`src/rtl/photo_tape_reader.sv`:
```
// Buffered photo tape reader: host frames replayed as timed hole pulses.
// Define PHOTO_TAPE_REV_EN for reverse motion with history retention.
module photo_tape_reader #(
    parameter int FRAME_CYCLES = 2000,
    parameter int PULSE_CYCLES = 600,
    parameter int DEPTH        = 64
) (
    input  logic                       CLOCK,
    input  logic                       rst,
    input  logic [4:0]                 tape_data,
    input  logic                       tape_valid,
    output logic                       tape_ready,
    input  logic                       tape_clear,
    input  logic                       PHOTO_READER_FWD,
    input  logic                       PHOTO_READER_REV,
    output logic                       PL6_PHOTO1,
    output logic                       PL6_PHOTO2,
    output logic                       PL6_PHOTO3,
    output logic                       PL6_PHOTO4,
    output logic                       PL6_PHOTO5,
    output logic                       PHOTO_READER_PERMIT,
    output logic [$clog2(DEPTH):0]     unread_count
);

    localparam int AW = $clog2(DEPTH);

`ifdef PHOTO_TAPE_REV_EN
    localparam bit REV_EN = 1'b1;
`else
    localparam bit REV_EN = 1'b0;
`endif

    typedef logic [AW:0] ptr_t;
    typedef enum logic [1:0] {IDLE, PULSE, GAP} state_t;

    localparam ptr_t        DEPTH_W = ptr_t'(DEPTH);
    localparam ptr_t        ONE_W   = ptr_t'(1);
    localparam logic [15:0] P_W     = 16'(PULSE_CYCLES);
    localparam logic [15:0] F_LAST  = 16'(FRAME_CYCLES - 1);

    logic [4:0]  mem [DEPTH];
    ptr_t        wr_ptr;
    ptr_t        rd_ptr;
    ptr_t        base;
    ptr_t        unread;
    ptr_t        history;
    ptr_t        retained;
    ptr_t        rd_nxt;
    ptr_t        rd_m1;
    state_t      st;
    logic [15:0] cnt;
    logic [4:0]  photo;

    logic fwd;
    logic rev;
    logic wr_go;
    logic drop;
    logic fwd_go;
    logic rev_go;

    assign unread   = wr_ptr - rd_ptr;
    assign history  = rd_ptr - base;
    assign retained = wr_ptr - base;
    assign rd_m1    = rd_ptr - ONE_W;

    assign fwd = PHOTO_READER_FWD & ~PHOTO_READER_REV;
    assign rev = PHOTO_READER_REV & ~PHOTO_READER_FWD & REV_EN;

    assign tape_ready = (unread != DEPTH_W);
    assign wr_go      = tape_valid & tape_ready & ~tape_clear;
    assign drop       = wr_go & (retained == DEPTH_W);

    assign fwd_go = (st == IDLE) & fwd & (unread != '0);
    // Never step back onto the slot the same-cycle write is evicting.
    assign rev_go = (st == IDLE) & rev & (history != '0)
                  & ~(drop & (history == ONE_W));

    assign rd_nxt = rd_ptr + ptr_t'(fwd_go) - ptr_t'(rev_go);

    assign PHOTO_READER_PERMIT = (fwd & (unread != '0))
                               | (rev & (history != '0))
                               | (st != IDLE);

    assign unread_count = unread;

    assign PL6_PHOTO1 = photo[0];
    assign PL6_PHOTO2 = photo[1];
    assign PL6_PHOTO3 = photo[2];
    assign PL6_PHOTO4 = photo[3];
    assign PL6_PHOTO5 = photo[4];

    always_ff @(posedge CLOCK) begin
        if (wr_go) mem[wr_ptr[AW-1:0]] <= tape_data;
    end

    always_ff @(posedge CLOCK or negedge rst) begin
        if (!rst) begin
            wr_ptr <= '0;
            rd_ptr <= '0;
            base   <= '0;
            st     <= IDLE;
            cnt    <= '0;
            photo  <= '0;
        end else if (tape_clear) begin
            wr_ptr <= '0;
            rd_ptr <= '0;
            base   <= '0;
            st     <= IDLE;
            cnt    <= '0;
            photo  <= '0;
        end else begin
            wr_ptr <= wr_ptr + ptr_t'(wr_go);
            rd_ptr <= rd_nxt;
            base   <= REV_EN ? base + ptr_t'(drop) : rd_nxt;
            unique case (st)
                IDLE: begin
                    if (fwd_go) begin
                        photo <= mem[rd_ptr[AW-1:0]];
                        cnt   <= 16'd1;
                        st    <= PULSE;
                    end else if (rev_go) begin
                        photo <= mem[rd_m1[AW-1:0]];
                        cnt   <= 16'd1;
                        st    <= PULSE;
                    end
                end
                PULSE: begin
                    cnt <= cnt + 16'd1;
                    if (cnt == F_LAST) begin
                        photo <= '0;
                        st    <= IDLE;
                    end else if (cnt == P_W) begin
                        photo <= '0;
                        st    <= GAP;
                    end
                end
                GAP: begin
                    cnt <= cnt + 16'd1;
                    if (cnt == F_LAST) st <= IDLE;
                end
                default: st <= IDLE;
            endcase
        end
    end

endmodule

```
`config.mk`:
```
export PLATFORM = sky130hd
export DESIGN_NAME = photo_tape_reader
export DESIGN_NICKNAME = d
export VERILOG_FILES = /design/src/rtl/photo_tape_reader.sv
export SDC_FILE = /design/constraint.sdc
export NUM_CORES = 1
export LEC_CHECK = 0
export ABC_AREA = 1
export CORE_ASPECT_RATIO = 1.25
export CORE_MARGIN = 5
export CORE_UTILIZATION = 40
export DETAILED_ROUTE_END_ITERATION = 6
export PLACE_DENSITY_LB_ADDON = 0.25
export SLEW_MARGIN = 20
export SYNTH_ARGS = -nofsm -noshare
export SYNTH_HDL_FRONTEND = slang
export SYNTH_SLANG_ARGS = --single-unit
```
`constraint.sdc`:
```
create_clock -name CLOCK -period 7.8 [get_ports CLOCK]
set_input_delay 0.78 -clock CLOCK [delete_from_list [all_inputs] [get_ports CLOCK]]
set_output_delay 0.78 -clock CLOCK [all_outputs]
set_load 0.005 [all_outputs]
```
==> key figures, run 1 <==
Run status
  • Status: finished, final reports clean

Floorplanning
  • Die H: 232 um
  • Die area: 0.0437 mm2
  • Num ports: 25
  • Core area: 0.0391 mm2
  • Initial Utilization: 0.405
  • Rows: 81
  • Die Width: 188 um

Critical path
  • WP data required: 7.02 ns
  • R2r endpoint: mem[4][1]
  • Flop-to-flop setup slack: 4.06 ns
  • Reg-to-reg startpoint: rd_ptr[0]
  • Worst r2r path cells: 14
  • Crit path launch type: register
  • Crit path to: PHOTO_READER_PERMIT
  • Critical Path Start: rd_ptr[0]
  • Critical path class: reg2out
  • Crit-path max FO: 79
  • Endpoint type of the worst setup path: output port
  • Worst EP arrival: 3.61 ns

Logic synthesis
  • Seq/Total Area, Yosys: 0.665
  • Ys async rst share: 0.104
  • Yosys warning total: 0
  • Synth Cell Area: 0.0158 mm2
  • Cells after Synth: 1,520
  • Syn Nets: 1,548
  • Average cell area after synthesis: 10.4 um2
  • #FFs+latches synth: 357
  • Ys flop type: edfxtp_1
  • Post-synth EDFFs: 320
  • Unique cell type count in the Yosys netlist: 39

Clock tree
  • Maximum clock path buffer count: 3
  • CTS sink count: 357
  • Post-CTS setup buffer count: 0
  • Cts bufs inserted: 37
  • TritonCTS clock tree: yes
  • CTS resizes: 0
  • H-tree Lvls: 2
  • Clk root buf: clkbuf_16
  • Post-CTS Hold Buffers: 0
  • Clk Latency, worst-skew pair: 0.54 ns
  • Clock Pin Slew Worst Setup and Hold Paths: 0.06 ns

STA
  • Final Hold Slack: 0.349 ns
  • Fin Setup TNS: 0 ns
  • Final setup viols: 0
  • Tmin final: 4.39 ns
  • Measured slew at the worst slew-check pin: 1.09 ns
  • Rel. slew slack: 0.272
  • RSZ-0062 raised after global routing: false
  • Setup ws final: 3.41 ns
  • Hold Vio Cnt, Final: 0
  • Max Fclk: 228 MHz
  • Fin crit share: 0.563
  • Slew Viols, Final: 0
  • Clk_skew: 0.0155 ns

Flow run
  • Max-cap violations: 0

Route
  • Via count: 10.7k
  • First-pass DRT Iterations: 5
  • Vias per inst: 5.23
  • Final ANT Viol Nets: 0
  • Wire per inst: 19.0 um
  • DRC violations left: 0
  • Initial DRC count: 919
  • Drt total wl: 38,900 um

Finish
  • Fraction of layout cells with a size suffix above 1: 0.0660
  • Design Area, Final: 0.0176 mm2
  • Synthesis-to-finish area growth: 11.2%
  • Nets: 1,547
  • # diodes: 0

Place
  • Port bufs: 24
  • Post-DP HPWL: 23,700 um
  • DP Area: 0.0164 mm2
  • DP Worst Slack: 3.91 ns
  • GPL Wtd Cong: 0.869

Global routing
  • Initial antenna violation count: 0
  • Global-route wire length before repair: 61,100 um
  • Vias in the first global route: 10.7k
  • GRT overflow: 0
  • Largest net degree at the start of global routing: 86
  • GRT Util Overall: 0.180

Pwr
  • Pwr Density: 273 mW/mm2
  • VDD IR max: 165 uV
  • Static leakage: 6.70 nW

Hold path
  • Hold crit path type: in2async
## synth_stat cells (3+ instances only)
cell type	instances	area [um2]
inv_2	3	11.3
nand4_1	11	68.8
nand4_4	8	170
a21oi_1	56	280
buf_1	5	18.8
clkbuf_1	20	75.1
nor2_1	119	447
o21ai_1	6	30.0
nand3_2	4	40.0
dfrtp_1	37	926
buf_2	41	205
nor2_2	3	18.8
o21ai_0	9	45.0
buf_6	4	45.0
nand2_1	546	2050
ha_1	16	200
nor3_1	24	120
edfxtp_1	320	9610
inv_1	63	236
a21oi_2	6	52.6
nand3_1	195	976
## placed cells by master (no fill, tap or decap), types with 5 or more instances in the layout
| cell type | instances |
|---|---|
| clkbuf_1 | 6 |
| clkinv_2 | 6 |
| o21ai_0 | 9 |
| inv_1 | 63 |
| nor3_1 | 24 |
| nand3_1 | 195 |
| buf_4 | 11 |
| nand4_1 | 11 |
| nor2_1 | 118 |
| bufinv_16 | 5 |
| nand2_1 | 546 |
| a21oi_1 | 56 |
| o21ai_1 | 6 |
| nand4_4 | 8 |
| dfrtp_1 | 36 |
| clkdlybuf4s50_1 | 18 |
| clkbuf_16 | 37 |
| a21oi_2 | 6 |
| edfxtp_1 | 320 |
| ha_1 | 16 |
| clkinv_1 | 7 |
## per-layer routing
metal  share of wire  track usage  wire [um]  up-vias
li1                -            -          -     5181
met2            0.49        0.316      19200      320
met3           0.063       0.0332       2450       69
met5               0            0          0        -
met4           0.031       0.0585       1210        0
met1            0.41        0.224      16000     5124
## sequential cells by signal, summed over array words and instances (netlist names)
signal and count:
wr_ptr 7, mem 320, photo 5, cnt 16
rd_ptr 7, st 2
## worst min-delay path by stage
stage	from	end	slack, ns	cells after the start
finish	rst	photo[4]	0.35	1
global route	rst	photo[4]	0.42	1
CTS	rst	photo[4]	0.38	1
detailed placement	photo[1]	photo[1]	0.47	2
global placement	photo[2]	photo[2]	0.47	2
floorplan	st[1]	st[1]	0.47	2
## worst max-delay path, stage by stage (launching register included)
cell	delay (ns)
dfrtp_4	0.98
ha_1	0.27
inv_1	0.07
fa_1	0.45
or2_1	0.25
nor2_2	0.10
nand3_1	0.09
nor2_2	0.13
nand3_2	0.15
nand2_1	0.09
nand2_1	0.05
clkdlybuf4s50_1	0.44
## kinds of logic (layout without fill, tap and decap cells)
group                      after synthesis  after routing  synth area share
AOI/OAI and AO/OA                       87             87            0.0321
xor gates and xnor gates                 2              2           0.00111
adders and majority gates               17             17            0.0139
buffers and inverters                  141            166            0.0392
DFF                                    357            357             0.665
and+or+nand+nor                        916            916             0.249
## through the flow
stage	power [mW]	utilization	std cells
2_1_floorplan	2.80	-	1520
3_3_place_gp	3.07	0.419	1978
3_5_place_dp	3.08	0.419	1978
4_1_cts	4.85	0.450	2043
5_1_grt	5.05	0.450	2043
6_report	4.80	0.450	2043
## final cells by class
| type | count | area [um2] |
|---|---|---|
| clock buffer | 44 | 962 |
| clock inverter | 21 | 256 |
| fill | 3629 | 21500 |
| inverter | 70 | 270 |
| multi-input combinational | 1022 | 4690 |
| sequential | 357 | 10500 |
| tap | 498 | 623 |
| timing repair buffer | 31 | 273 |
## power breakdown
part / leakage [nW] / switching, mW / total (mW) / internal, mW
logic: 2.72 / 0.581 / 0.853 / 0.271
clock network: 0.595 / 0.724 / 1.78 / 1.05
registers: 3.38 / 0.0626 / 2.18 / 2.11
Power figures use the tool's default switching activity.
==> run 2, diff against run 1 <==
==> constraint.sdc (replaced) <==
create_clock -name CLOCK -period 3.6 [get_ports CLOCK]
set_input_delay 0.36 -clock CLOCK [delete_from_list [all_inputs] [get_ports CLOCK]]
set_output_delay 0.36 -clock CLOCK [all_outputs]
set_load 0.005 [all_outputs]
==> run 2 against run 1 <==
Clock power up 100%. First-iteration DRC count down 17%. Hold slack better by 0.056 ns.
==> key figures, run 2 (synthesis results as in run 1) <==
Run status
  • Status: finished, final reports clean (unchanged)

STA
  • Rel. slew slack: 0.414 (was 0.272)
  • Measured slew at the worst slew-check pin: 0.880 ns (was 1.09 ns)
  • Max Fclk: 294 MHz
  • Slew Viols, Final: 0 (unchanged)
  • Final Hold Slack: 0.405 ns (was 0.349 ns)
  • Final setup viols: 0 (unchanged)
  • Hold Vio Cnt, Final: 0 (unchanged)
  • Clk_skew: 0.0106 ns (was 0.0155 ns)
  • RSZ-0062 raised after global routing: false (unchanged)
  • Fin crit share: 0.945
  • Fin Setup TNS: 0 ns (unchanged)
  • Tmin final: 3.40 ns

Global routing
  • Largest net degree at the start of global routing: 163 (was 86)
  • Met3 Resource Use GR: 0.0284 (was 0.0332)
  • GRT overflow: 0 (unchanged)
  • GRT Util Overall: 0.182 (was 0.180)
  • GR peak layer: met2 (unchanged)
  • Met2 Usage GRT: 0.326 (was 0.316)
  • Initial antenna violation count: 1 (was 0)
  • Met1 Use GR: 0.224 (about the same)
  • Vias in the first global route: 10.9k (was 10.7k)
  • Global-route wire length before repair: 61,600 um (was 61,100 um)

Pwr
  • Clock share of power: 0.351 (was 0.370)
  • VDD IR max: 355 uV (was 165 uV)
  • Net Switching: 2.92 mW (was 1.37 mW)
  • Sw Ratio: 0.286 (was 0.285)
  • Pwr Density: 577 mW/mm2 (was 273 mW/mm2)
  • Flop pwr share: 0.452 (was 0.453)
  • Comb pwr share: 0.197 (was 0.177)
  • Internal power: 7.30 mW (was 3.44 mW)
  • Static leakage: 6.76 nW (was 6.70 nW)

Finish
  • Fraction of layout cells with a size suffix above 1: 0.0716 (was 0.0660)
  • Largest register FFs: 320 (unchanged)
  • Fin util: 0.453 (was 0.450)
  • Non-Filler Instances: 2,062 (was 2,043)
  • # diodes: 0 (unchanged)
  • Synthesis-to-finish area growth: 11.8% (was 11.2%)
  • Commonest non-fill, non-tap cells in the layout: 546 x nand2_1, 320 x edfxtp_1, 195 x nand3_1 (unchanged)
  • Most common cell after layout, fill and taps aside: nand2_1 (unchanged)
  • Nets: 1,566 (was 1,547)

Floorplanning
  • Die Width: 188 um (unchanged)
  • Num ports: 25 (unchanged)
  • Die area: 0.0437 mm2 (unchanged)
  • Core area: 0.0391 mm2 (unchanged)
  • Rows: 81 (unchanged)
  • Initial Utilization: 0.405 (unchanged)
  • Die H: 232 um (unchanged)

Place
  • GPL Wtd Cong: 0.878 (was 0.869)
  • Post-DP HPWL: 24,800 um (was 23,700 um)
  • Placed insts: 1,997 (was 1,978)
  • Port bufs: 24 (unchanged)

Clock tree
  • Clk Latency, worst-skew pair: 0.52 ns (was 0.54 ns)
  • Clk root buf: clkbuf_16 (unchanged)
  • Cts bufs inserted: 36 (was 37)
  • TritonCTS clock tree: yes (unchanged)
  • Maximum clock path buffer count: 3 (unchanged)
  • CTS sink count: 357 (unchanged)
  • Post-CTS setup buffer count: 0 (unchanged)
  • CTS resizes: 0 (unchanged)
  • H-tree Lvls: 2 (unchanged)
  • Clock Pin Slew Worst Setup and Hold Paths: 0.06 ns (about the same)

Route
  • DRC violations left: 0 (unchanged)
  • Via count: 10.8k (was 10.7k)
  • Final ANT Viol Nets: 0 (unchanged)
  • First-pass DRT Iterations: 5 (unchanged)
  • Vias per inst: 5.22 (was 5.23)
  • Wire per inst: 19.2 um (was 19.0 um)
  • Drt total wl: 39,600 um (was 38,900 um)
  • Initial DRC count: 760 (was 919)

Critical path
  • Crit path launch type: register (unchanged)
  • Flop-to-flop setup slack: 0.47 ns (was 4.06 ns)
  • Worst EP arrival: 3.04 ns (was 3.61 ns)
  • Crit-path max FO: 3 (was 79)
  • Critical path class: reg2out (unchanged)
  • Endpoint type of the worst setup path: output port (unchanged)
  • WP data required: 3.24 ns (was 7.02 ns)

Flow run
  • Max-cap violations: 0 (unchanged)

Hold path
  • Hold crit path type: in2reg (was in2async)
-- run 2: changes by cell type in the layout (fill, tap and decap cells not counted) --
cell,before,now
inv_6,2,3
clkinv_1,7,15
buf_12,0,4
clkinv_2,6,2
buf_4,11,23
bufinv_16,5,3
buf_2,2,5
dlygate4sd3_1,0,1
clkbuf_8,1,0
clkinv_4,1,0
clkinv_8,2,0
-- run 2: timing repair --
item                                    CTS  global route
hold endpoints to repair                 37             0
hold buffers                              1             0
endpoints found under the setup margin    0             0
-- run 2: metal layers --
layer | vias to the layer above | wire length, um
li1 | 5209 | -
met1 | 5190 | 16200
met2 | 291 | 20000
met3 | 72 | 2080
met4 | 2 | 1300
met5 | - | 18
-- run 2: cell type report --
| cell class | count | area [um2] |
|---|---|---|
| fill | 3660 | 21400 |
| inverter | 70 | 270 |
| clock buffer | 43 | 948 |
| tap | 498 | 623 |
| multi-input combinational | 1022 | 4690 |
| timing repair buffer | 51 | 468 |
| clock inverter | 21 | 174 |
| sequential | 357 | 10500 |
-- run 2: final timing paths --
kind / from / to / depth (start not counted)
worst max-delay path: rd_ptr[0] / PHOTO_READER_PERMIT / 11
worst min-delay path: tape_data[2] / mem[35][2] / 2
worst max register to register: rd_ptr[5] / mem[2][1] / 14
worst min register to register: photo[0] / photo[0] / 2
max in group asynchronous: rst / rd_ptr[0] / 2
min in group asynchronous: rst / photo[2] / 2
-- run 2: through the flow --
step / setup slack (ns) / total power [mW] / cell area (um2)
final: 0.199 / 10.2 / 17700
after global routing: 0.00425 / 10.7 / 17700
after CTS: 0.134 / 10.3 / 17700
after detailed placement: 0.457 / 6.74 / 16600
after global placement: 0.530 / 6.73 / 16600
after floorplan: 0.317 / 6.06 / 15800
-- run 2: power by group through the flow --
| stage | clock (mW) | combinational [mW] | sequential [mW] |
|---|---|---|---|
| finish | 3.59 | 2.01 | 4.62 |
| detailed placement | 0 | 2.03 | 4.71 |
| floorplan | 0 | 1.36 | 4.70 |
| global route | 3.85 | 2.24 | 4.63 |
| global placement | 0 | 2.02 | 4.70 |
| CTS | 3.66 | 2.04 | 4.62 |
-- run 2: worst max-delay path: stages, from the launching register on --
cell and delay [ns]:
dfrtp_4 0.49, ha_1 0.18, inv_1 0.10, fa_1 0.43, or2_1 0.25, nor2_2 0.10, nand3_1 0.09, nor2_2 0.15
nand3_2 0.16, nand2_1 0.09, nand2_1 0.05, clkdlybuf4s50_1 0.44
==> run 3, diff against run 2 <==
--- a/config.mk
+++ b/config.mk
@@ -6,9 +6,11 @@
 export NUM_CORES = 1
 export LEC_CHECK = 0
 export ABC_AREA = 1
+export CELL_PAD_IN_SITES_DETAIL_PLACEMENT = 2
+export CELL_PAD_IN_SITES_GLOBAL_PLACEMENT = 2
 export CORE_ASPECT_RATIO = 1.25
 export CORE_MARGIN = 5
-export CORE_UTILIZATION = 40
+export CORE_UTILIZATION = 38
 export DETAILED_ROUTE_END_ITERATION = 6
 export PLACE_DENSITY_LB_ADDON = 0.25
 export SLEW_MARGIN = 20
==> run 3 against run 2 <==
Wire length rose by 29%. Power rose by 4.8%. Critical path depth did not move. Non-clock buffer count rose by 5. Register-to-register slack got worse by 0.18 ns. Clock power rose by 8.4%. Clock skew rose by 0.0099 ns. Global-route usage rose by 4.2 points. Hold slack improved by 0.081 ns. Via count rose by 5.5%. Count of clock-buffer cells in the layout rose by 3.
==> key figures, run 3 (synthesis results as in run 1) <==
Run status
  • Status: finished, final reports clean (unchanged)

Floorplanning
  • Core area: 0.0411 mm2 (was 0.0391 mm2)
  • Num ports: 25 (unchanged)
  • Rows: 83 (was 81)
  • Die area: 0.0459 mm2 (was 0.0437 mm2)
  • Initial Utilization: 0.385 (was 0.405)
  • Die H: 238 um (was 232 um)
  • Die Width: 193 um (was 188 um)

Critical path
  • Endpoint type of the worst setup path: output port (unchanged)
  • Critical path class: reg2out (unchanged)
  • Worst EP arrival: 3.05 ns (was 3.04 ns)
  • Cells along the critical path: ha_1 > inv_2 > fa_1 > or2_1 > nor2_2 > nand3_2 > nor2_4 > nand3_4 > nand2_1 > nand2_1 > clkdlybuf4s50_1 (was ha_1 > inv_1 > fa_1 > or2_1 > nor2_2 > nand3_1 > nor2_2 > nand3_2 > nand2_1 > nand2_1 > clkdlybuf4s50_1)
  • Crit-path max FO: 3 (unchanged)
  • Crit path buffers/inverters: 2 (unchanged)
  • Crit path largest cell delay: 0.49 ns (about the same)
  • CP delay by family, top: simple AND/OR/NAND/NOR gates (unchanged)
  • CP max stage cell: dfrtp_4 (unchanged)
  • Most frequent CP cell: nand2_1
  • WP data required: 3.24 ns (about the same)
  • Crit path launch type: register (unchanged)

Route
  • Vias per inst: 5.36 (was 5.22)
  • Drt total wl: 51,000 um (was 39,600 um)
  • Initial DRC count: 624 (was 760)
  • Via count: 11.4k (was 10.8k)
  • Final ANT Viol Nets: 0 (unchanged)
  • DRC violations left: 0 (unchanged)
  • First-pass DRT Iterations: 5 (unchanged)
  • Wire per inst: 24.1 um (was 19.2 um)

STA
  • Final Hold Slack: 0.487 ns (was 0.405 ns)
  • RSZ-0062 raised after global routing: false (unchanged)
  • Rel. slew slack: 0.361 (was 0.414)
  • Hold Vio Cnt, Final: 0 (unchanged)
  • Fin crit share: 0.949 (was 0.945)
  • Tmin final: 3.41 ns (was 3.40 ns)
  • Measured slew at the worst slew-check pin: 0.958 ns (was 0.880 ns)
  • Slew Viols, Final: 0 (unchanged)
  • Fin Setup TNS: 0 ns (unchanged)
  • Clk_skew: 0.0205 ns (was 0.0106 ns)
  • Setup ws final: 0.185 ns (was 0.199 ns)
  • Final setup viols: 0 (unchanged)
  • Max Fclk: 293 MHz (was 294 MHz)

Clock tree
  • Maximum clock path buffer count: 3 (unchanged)
  • TritonCTS clock tree: yes (unchanged)
  • H-tree Lvls: 2 (unchanged)
  • CTS sink count: 357 (unchanged)
  • Clk root buf: clkbuf_16 (unchanged)
  • Cts bufs inserted: 38 (was 36)
  • Clock Pin Slew Worst Setup and Hold Paths: 0.06 ns (about the same)
  • Clk Latency, worst-skew pair: 0.54 ns (was 0.52 ns)

Hold path
  • Hold crit path type: in2reg (unchanged)

Finish
  • Non-Filler Instances: 2,120 (was 2,062)
  • Commonest non-fill, non-tap cells in the layout: 546 x nand2_1, 320 x edfxtp_1, 194 x nand3_1 (was 546 x nand2_1, 320 x edfxtp_1, 195 x nand3_1)
  • Design Area, Final: 0.0179 mm2 (was 0.0177 mm2)
  • Largest register FFs: 320 (unchanged)
  • Synthesis-to-finish area growth: 13.2% (was 11.8%)
  • Fin util: 0.436 (was 0.453)
  • Most common cell after layout, fill and taps aside: nand2_1 (unchanged)
  • Storage element area: 0.0105 mm2 (about the same)
  • # diodes: 0 (unchanged)
  • Fraction of layout cells with a size suffix above 1: 0.0835 (was 0.0716)
  • Nets: 1,573 (was 1,566)
  • # fillers: 4,344 (was 3,660)
  • Multi-input gate area: 0.00471 mm2 (was 0.00469 mm2)

Place
  • DP Area: 0.0167 mm2 (was 0.0166 mm2)
  • Port bufs: 24 (unchanged)
  • Placed insts: 2,054 (was 1,997)
  • Post-DP HPWL: 32,400 um (was 24,800 um)
  • GPL Wtd Cong: 0.862 (was 0.878)
  • DP Worst Slack: 0.375 ns (was 0.457 ns)

Global routing
  • Initial antenna violation count: 0 (was 1)
  • Met1 Use GR: 0.273 (was 0.224)
  • GR peak layer: met2 (unchanged)
  • GRT overflow: 0 (unchanged)
  • Largest net degree at the start of global routing: 163 (unchanged)
  • Met3 Resource Use GR: 0.0291 (was 0.0284)
  • Met2 Usage GRT: 0.407 (was 0.326)
  • Global-route wire length before repair: 77,200 um (was 61,600 um)
  • GRT Util Overall: 0.224 (was 0.182)
  • Vias in the first global route: 12.8k (was 10.9k)

Flow run
  • Max-cap violations: 0 (unchanged)

Pwr
  • Static leakage: 6.84 nW (was 6.76 nW)
  • Internal power: 7.52 mW (was 7.30 mW)
  • Pwr Density: 598 mW/mm2 (was 577 mW/mm2)
  • Comb pwr share: 0.206 (was 0.197)
  • VDD IR max: 798 uV (was 355 uV)
  • Flop pwr share: 0.431 (was 0.452)
  • Total Power: 10.7 mW (was 10.2 mW)
  • Sw Ratio: 0.298 (was 0.286)
  • Net Switching: 3.20 mW (was 2.92 mW)
  • Clock share of power: 0.363 (was 0.351)
[run 3: cell type report]
type	instances	area share
Clock buffer	46	0.0559
Inverter	70	0.0151
Clock inverter	17	0.0113
Tap cell	552	0.0385
Multi-Input combinational cell	1022	0.263
Timing Repair Buffer	56	0.0288
Sequential cell	357	0.588
[run 3: metal layers]
| metal | wire [um] | share of wire |
|---|---|---|
| met1 | 20900 | 0.41 |
| met2 | 26700 | 0.52 |
| met3 | 1700 | 0.033 |
| met4 | 1770 | 0.035 |
| met5 | 0 | 0 |
[run 3: worst paths after layout]
path / from / endpoint / slack [ns] / cells past startpoint
max: rd_ptr[0] / PHOTO_READER_PERMIT / 0.19 / 11
min in group asynchronous: rst / photo[3] / 0.52 / 2
min: tape_data[1] / mem[26][1] / 0.49 / 1
max in group asynchronous: rst / rd_ptr[0] / 2.38 / 2
max reg2reg: wr_ptr[0] / mem[18][3] / 0.29 / 16
min reg2reg: photo[2] / photo[2] / 0.49 / 2
[run 3: power by group through the flow]
| stage | Combinational, mW | Sequential [mW] | Clock [mW] |
|---|---|---|---|
| after CTS | 2.19 | 4.62 | 3.98 |
| final | 2.21 | 4.62 | 3.89 |
| after detailed placement | 2.16 | 4.71 | 0 |
| after floorplan | 1.36 | 4.70 | 0 |
| after global routing | 2.45 | 4.63 | 4.16 |
| after global placement | 2.07 | 4.71 | 0 |
[run 3: worst register-to-register path: stages (launching register included)]
cell and delay [ns]:
dfrtp_1 0.37, inv_1 0.08, ha_1 0.16, inv_2 0.05, fa_1 0.47, nand2_1 0.08
inv_1 0.05, nor2_2 0.12, nor2_2 0.05, nand3_2 0.09, nor2_4 0.05, buf_4 0.13
nand3_2 0.08, nand3_2 0.12, inv_6 0.18, nand4_4 0.33, nor2_1 0.55
[run 3: repair_timing]
item                                    in CTS  in global routing
setup buffers                                0                  2
endpoints found under the hold margin       37                  0
hold buffers                                 1                  0
endpoints found under the setup margin       0                  1
gates resized for setup                      0                  6
